[src/rtl/decode_queue.sv]
// Decodes each fetched instruction into a control bundle and queues it with its PC in a DEPTH-entry FIFO.
// Define DECODE_QUEUE_MULDIV_EN to accept R-type funct7=0000001 (mul/div) encodings and store out_muldiv.
module decode_queue #(
  parameter int XLEN     = 32,
  parameter int DEPTH    = 2,
  parameter int ALU_OP_W = 4
) (
  input  logic                             clk,
  input  logic                             rst_n,
  input  logic                             flush,
  input  logic                             in_valid,
  output logic                             in_ready,
  input  logic [XLEN-1:0]                  in_instr,
  input  logic [XLEN-1:0]                  in_pc,
  output logic                             out_valid,
  input  logic                             out_ready,
  output logic [XLEN-1:0]                  out_instr,
  output logic [XLEN-1:0]                  out_pc,
  output logic [12+ALU_OP_W:0]             out_ctrl,
  output logic [3:0]                       out_muldiv,
  output logic [$clog2(DEPTH+1)-1:0]       count
);
  localparam int PW    = $clog2(DEPTH);
  localparam int CNT_W = $clog2(DEPTH+1);
  localparam int CW    = 13 + ALU_OP_W;

  localparam logic [6:0] OP_R      = 7'b0110011;
  localparam logic [6:0] OP_IMM    = 7'b0010011;
  localparam logic [6:0] OP_LOAD   = 7'b0000011;
  localparam logic [6:0] OP_STORE  = 7'b0100011;
  localparam logic [6:0] OP_BRANCH = 7'b1100011;
  localparam logic [6:0] OP_LUI    = 7'b0110111;
  localparam logic [6:0] OP_AUIPC  = 7'b0010111;
  localparam logic [6:0] OP_JAL    = 7'b1101111;
  localparam logic [6:0] OP_JALR   = 7'b1100111;

  localparam logic [ALU_OP_W-1:0] ALU_ADD  = ALU_OP_W'(0);
  localparam logic [ALU_OP_W-1:0] ALU_SUB  = ALU_OP_W'(1);
  localparam logic [ALU_OP_W-1:0] ALU_SLL  = ALU_OP_W'(2);
  localparam logic [ALU_OP_W-1:0] ALU_SLT  = ALU_OP_W'(3);
  localparam logic [ALU_OP_W-1:0] ALU_SLTU = ALU_OP_W'(4);
  localparam logic [ALU_OP_W-1:0] ALU_XOR  = ALU_OP_W'(5);
  localparam logic [ALU_OP_W-1:0] ALU_SRL  = ALU_OP_W'(6);
  localparam logic [ALU_OP_W-1:0] ALU_SRA  = ALU_OP_W'(7);
  localparam logic [ALU_OP_W-1:0] ALU_OR   = ALU_OP_W'(8);
  localparam logic [ALU_OP_W-1:0] ALU_AND  = ALU_OP_W'(9);
  localparam logic [ALU_OP_W-1:0] ALU_LUI  = ALU_OP_W'(10);

  logic [6:0] opc, f7;
  logic [2:0] f3;
  logic       br, mrd, m2r, mwr, asrc, rwr, isbr, isj, isjal, isjalr, isld, isst, ill;
  logic [ALU_OP_W-1:0] alu;
  logic [CW-1:0]       ctrl_dec;
  logic [3:0]          md_dec;

  assign opc = in_instr[6:0];
  assign f3  = in_instr[14:12];
  assign f7  = in_instr[31:25];

  always_comb begin
    case (f3)
      3'd0:    alu = ALU_ADD;
      3'd1:    alu = ALU_SLL;
      3'd2:    alu = ALU_SLT;
      3'd3:    alu = ALU_SLTU;
      3'd4:    alu = ALU_XOR;
      3'd5:    alu = ALU_SRL;
      3'd6:    alu = ALU_OR;
      default: alu = ALU_AND;
    endcase
    {br, mrd, m2r, mwr, asrc, rwr, isbr, isj, isjal, isjalr, isld, isst, ill} = '0;
    md_dec = '0;
    case (opc)
      OP_R: begin
        rwr = 1'b1;
        if (f7 == 7'h20) begin
          if (f3 == 3'd0)      alu = ALU_SUB;
          else if (f3 == 3'd5) alu = ALU_SRA;
          else                 ill = 1'b1;
        end else if (f7 == 7'h01) begin
`ifdef DECODE_QUEUE_MULDIV_EN
          alu    = ALU_ADD;
          md_dec = {1'b1, f3};
`else
          ill = 1'b1;
`endif
        end else if (f7 != 7'h00) begin
          ill = 1'b1;
        end
      end
      OP_IMM: begin
        rwr  = 1'b1;
        asrc = 1'b1;
        // shift-immediates reuse funct7 as an opcode extension
        if (f3 == 3'd1 && f7 != 7'h00) ill = 1'b1;
        if (f3 == 3'd5) begin
          if (f7 == 7'h20)      alu = ALU_SRA;
          else if (f7 != 7'h00) ill = 1'b1;
        end
      end
      OP_LOAD:   begin alu = ALU_ADD; mrd = 1'b1; m2r = 1'b1; rwr = 1'b1; asrc = 1'b1; isld = 1'b1; end
      OP_STORE:  begin alu = ALU_ADD; mwr = 1'b1; asrc = 1'b1; isst = 1'b1; end
      OP_BRANCH: begin alu = ALU_SUB; br = 1'b1; isbr = 1'b1; end
      OP_LUI:    begin alu = ALU_LUI; rwr = 1'b1; asrc = 1'b1; end
      OP_AUIPC:  begin alu = ALU_ADD; rwr = 1'b1; asrc = 1'b1; end
      OP_JAL:    begin alu = ALU_ADD; rwr = 1'b1; isj = 1'b1; isjal = 1'b1; end
      OP_JALR:   begin alu = ALU_ADD; rwr = 1'b1; asrc = 1'b1; isj = 1'b1; isjalr = 1'b1; end
      default:   ill = 1'b1;
    endcase
    if (ill) begin
      {br, mrd, m2r, mwr, asrc, rwr, isbr, isj, isjal, isjalr, isld, isst} = '0;
      alu    = ALU_ADD;
      md_dec = '0;
    end
  end

  assign ctrl_dec = {br, mrd, m2r, alu, mwr, asrc, rwr, isbr, isj, isjal, isjalr, isld, isst, ill};

  logic [DEPTH-1:0][XLEN-1:0] instr_q, pc_q;
  logic [DEPTH-1:0][CW-1:0]   ctrl_q;
  logic [PW-1:0]              wr_ptr_q, wr_ptr_d, rd_ptr_q, rd_ptr_d;
  logic [CNT_W-1:0]           count_q, count_d;
  logic                       in_ready_q, in_ready_d;
  logic                       push, pop;

  assign push = in_valid & in_ready_q;
  assign pop  = out_valid & out_ready;

  always_comb begin
    wr_ptr_d = wr_ptr_q;
    rd_ptr_d = rd_ptr_q;
    count_d  = count_q;
    if (flush) begin
      wr_ptr_d = '0;
      rd_ptr_d = '0;
      count_d  = '0;
    end else begin
      if (push) wr_ptr_d = wr_ptr_q + PW'(1);
      if (pop)  rd_ptr_d = rd_ptr_q + PW'(1);
      if (push && !pop)      count_d = count_q + CNT_W'(1);
      else if (!push && pop) count_d = count_q - CNT_W'(1);
    end
    // registered so a same-cycle pop never lets a full queue accept
    in_ready_d = (count_d != CNT_W'(DEPTH));
  end

  always_ff @(posedge clk or negedge rst_n) begin
    if (!rst_n) begin
      wr_ptr_q   <= '0;
      rd_ptr_q   <= '0;
      count_q    <= '0;
      in_ready_q <= 1'b0;
      instr_q    <= '0;
      pc_q       <= '0;
      ctrl_q     <= '0;
    end else begin
      wr_ptr_q   <= wr_ptr_d;
      rd_ptr_q   <= rd_ptr_d;
      count_q    <= count_d;
      in_ready_q <= in_ready_d;
      if (push && !flush) begin
        instr_q[wr_ptr_q] <= in_instr;
        pc_q[wr_ptr_q]    <= in_pc;
        ctrl_q[wr_ptr_q]  <= ctrl_dec;
      end
    end
  end

  assign in_ready  = in_ready_q;
  assign count     = count_q;
  assign out_valid = (count_q != '0);
  assign out_instr = out_valid ? instr_q[rd_ptr_q] : '0;
  assign out_pc    = out_valid ? pc_q[rd_ptr_q]    : '0;
  assign out_ctrl  = out_valid ? ctrl_q[rd_ptr_q]  : '0;

`ifdef DECODE_QUEUE_MULDIV_EN
  logic [DEPTH-1:0][3:0] md_q;
  always_ff @(posedge clk or negedge rst_n) begin
    if (!rst_n)                 md_q <= '0;
    else if (push && !flush)    md_q[wr_ptr_q] <= md_dec;
  end
  assign out_muldiv = out_valid ? md_q[rd_ptr_q] : '0;
`else
  assign out_muldiv = 4'b0;
`endif

endmodule

[config.mk]
export PLATFORM = sky130hd
export DESIGN_NAME = decode_queue
export DESIGN_NICKNAME = d
export VERILOG_FILES = /design/src/rtl/decode_queue.sv
export SDC_FILE = /design/constraint.sdc
export NUM_CORES = 1
export LEC_CHECK = 0
export BUFFER_PORTS_ARGS = -buffer_cell sky130_fd_sc_hd__buf_2
export CAP_MARGIN = 20
export CORE_MARGIN = 2
export CORE_UTILIZATION = 59
export DETAILED_ROUTE_END_ITERATION = 10
export GPL_TIMING_DRIVEN = 1
export PLACE_DENSITY_LB_ADDON = 0.15
export REMOVE_ABC_BUFFERS = 1
export SYNTH_ARGS = -nofsm -noshare
export SYNTH_HDL_FRONTEND = slang
export SYNTH_SLANG_ARGS = --single-unit
[constraint.sdc]
create_clock -name clk -period 3.2 [get_ports clk]
set_clock_uncertainty 0.1 [all_clocks]
set_input_delay 0.64 -clock clk [delete_from_list [all_inputs] [get_ports clk]]
set_output_delay 0.64 -clock clk [all_outputs]
set_load 0.005 [all_outputs]
==> summary.txt <==
STA
  • Relative slew slack: 0.577
  • Worst-margin pin slew: 0.633 ns
  • Final min period: 2.80 ns
  • F_max: 0.358 GHz
  • Final Hold Vio Count: 0
  • Hold Slack: 0.106 ns
  • Max-slew violations: 0
  • Final setup fails: 0
  • RSZ-0062 raised after global routing: false
  • Period utilisation layout: 0.874

Power and ir drop
  • Comb pwr share: 0.346
  • Leakage: 4.46 nW
  • P_sw: 0.00264 W
  • Cell Int Power: 0.00519 W
  • VDD IR-drop max: 0.518 mV
  • Clock power share: 0.224
  • Cell Pwr Density: 876 nW/µm²
  • Flop pwr share: 0.430
  • Sw frac: 0.337

Place
  • Post-DP HPWL: 11.8 mm
  • GP Congestion: 0.825
  • # port buffers: 153

Clock tree
  • Clock Sink Count: 159
  • TritonCTS buffer count: 17
  • CTS hold repair buffers: 0
  • H-Tree Depth: 4
  • Clk pin slew, worst setup/hold paths: 0.06 ns
  • Post-CTS Setup Bufs: 0
  • CTS root buf: clkbuf_16
  • CTS max path bufs: 2
  • Post_cts resized: 0
  • CTS tree: yes
  • Worst-Skew Late Latency: 0.42 ns

Die
  • Die X: 117 µm
  • Ports: 158
  • Core Rows: 41
  • Die area: 13700 µm²
  • Initial core utilization: 0.601
  • Core Area: 12500 µm²
  • Die span in y: 117 µm

GRT
  • Congestion Overflow GR: 0
  • Global-route wire length before repair: 27.7 mm
  • Vias in the first global route: 5692
  • All-Layer GR Usage: 0.263
  • Largest net degree at the start of global routing: 67
  • Initial antenna violation count: 0

Hold path
  • Hold WC Path Type: in -> async

Synthesis
  • Synth Area in Adders: 0.00166
  • Simple-gate share of the synthesized area: 0.174
  • Synthesized area per cell: 9.92 µm²
  • Main combinational cell family by area after synthesis: multiplexers
  • Register area share after synthesis: 0.529
  • Post-synth EDFFs: 0
  • Yosys cell types: 44
  • Compound-cell area share of the yosys netlist: 0.0462
  • Mapped Cells: 759
  • Mux cell area share after synthesis: 0.200
  • Yosys Warn Count: 0
  • Top FF cell, synth: dfrtp_1
  • Xor-xnor portion of the synthesized cell area: 0.00698
  • Mapped cell area: 7530 µm²
  • Yosys reg bits: 159
  • Async set-or-reset flop fraction in the synthesized netlist: 1.00

Drt
  • Total number of vias: 5793
  • First-pass DRT Iterations: 5
  • Vias per Instance: 5.40
  • Routed wire length: 17.3 mm
  • Average routed wire per standard cell: 16.1 µm
  • DRC: 0
  • Final ANT Viol Nets: 0
  • Iteration-0 DRC Markers: 345

Cells and area
  • Final Net Count: 962
  • Area growth, synth to finish: 18.8%
  • ANT cells: 0
  • Fin util: 0.714
  • Commonest non-fill, non-tap cell in the layout: nand2_1
  • Layout cells sized above 1: 0.300
  • Most frequent cells in the layout: nand2_1, dfrtp_1, buf_2

Worst setup path
  • Arrival time of the worst setup path: 2.06 ns
  • Crit-path leading delay family: flip-flops
  • Critical path, cell by cell: buf_4 -> mux2i_1 -> nor2_1 -> buf_2
  • Critical Path Sink Type: primary output
  • CP Max Fanout: 30
  • Buffer and inverter count on the worst path: 2
  • Startpoint Class: flip-flop
  • CP max stage delay: 0.78 ns
  • Critical setup path kind: reg -> out
  • CP Data Required Time: 2.46 ns
  • Crit-path slowest cell: dfrtp_4

Run
  • Max-cap viol count: 0

Status
  • Outcome: finished clean
kinds of logic after synthesis:
logic type / after synthesis
and+or+nand+nor: 333
DFF: 159
other: 1
AOI/OAI and AO/OA: 50
adders and majority gates: 1
muxes: 142
buffers and inverters: 67
xor gates and xnor gates: 6
registers in the layout, summed over array words and instances (netlist names):
name	count
instr_q	64
pc_q	64
wr_ptr_q	1
rd_ptr_q	1
ctrl_q	26
count	2
in_ready	1
worst reg2reg max path, stage by stage, from the launching register on:
cell and delay [ns]:
dfrtp_1 0.38, inv_1 0.08, ha_2 0.18, buf_4 0.25, nor2b_1 0.44, a21oi_1 0.15, a311oi_1 0.32, o21ai_1 0.11
metal layers:
metal,GRT usage,up-vias,share of wire
met2,0.432,188,0.49
li1,-,2750,-
met1,0.341,2814,0.43
met3,0.0561,41,0.052
met5,0,-,0
met4,0.109,0,0.026
synth_stat cells, types with 2 or more instances:
| cell | number | share of area |
|---|---|---|
| mux2_2 | 64 | 0.096 |
| xor2_1 | 3 | 0.0035 |
| a21oi_1 | 5 | 0.0033 |
| nor3_1 | 2 | 0.0013 |
| dfrtp_1 | 159 | 0.53 |
| o41ai_1 | 3 | 0.0035 |
| mux2i_1 | 78 | 0.10 |
| nor2_1 | 88 | 0.044 |
| nor3_2 | 2 | 0.0027 |
| o31ai_1 | 6 | 0.0060 |
| buf_4 | 9 | 0.0090 |
| nand2b_1 | 2 | 0.0017 |
| nand3_1 | 6 | 0.0040 |
| inv_1 | 6 | 0.0030 |
| o21ai_0 | 21 | 0.014 |
| nand2_1 | 224 | 0.11 |
| xnor2_1 | 3 | 0.0035 |
| clkbuf_1 | 36 | 0.018 |
| o21bai_1 | 2 | 0.0020 |
| buf_2 | 14 | 0.0093 |
| buf_6 | 2 | 0.0030 |
| nor2b_1 | 2 | 0.0017 |
worst paths after layout:
| path | endpoint | slack [ns] | cells past startpoint | from |
|---|---|---|---|---|
| max | out_ctrl[11] | 0.40 | 4 | rd_ptr_q |
| min | count[1] | 0.11 | 1 | rst_n |
| max reg2reg | in_ready | 1.07 | 7 | count[1] |
| min reg2reg | instr_q[20] | 0.37 | 2 | instr_q[20] |
| max in group asynchronous | instr_q[62] | 2.07 | 2 | rst_n |
| min in group clk | instr_q[10] | 0.32 | 3 | in_instr[10] |
metrics by stage:
stage	total power [W]	cell area (µm²)	setup TNS [ns]	worst slack [ns]	cells
floorplan	0.00506	7240	-42.73	-0.628	701
finish	0.00783	8940	0	0.404	1073
detailed placement	0.00610	8440	0	0.818	1045
CTS	0.00789	8940	0	0.413	1073
global placement	0.00595	8440	0	0.864	1045
global route	0.00836	8940	0	0.316	1073
area by class of cell:
type | instances | area [µm²]
fillers | 985 | 3570
well taps | 172 | 215
multi-input cells | 536 | 3260
repair buffers | 172 | 965
flip-flops and latches | 159 | 3980
clock buffers | 26 | 489
inverters | 6 | 22.5
clock inverters | 2 | 10.0
power groups by stage:
stage	registers, W	clock network, W	logic (W)
finish	0.00337	0.00175	0.00271
global route	0.00346	0.00186	0.00304
CTS	0.00336	0.00178	0.00274
detailed placement	0.00339	0	0.00272
global placement	0.00332	0	0.00263
floorplan	0.00330	0	0.00176
(Power assumes the default switching activity.)
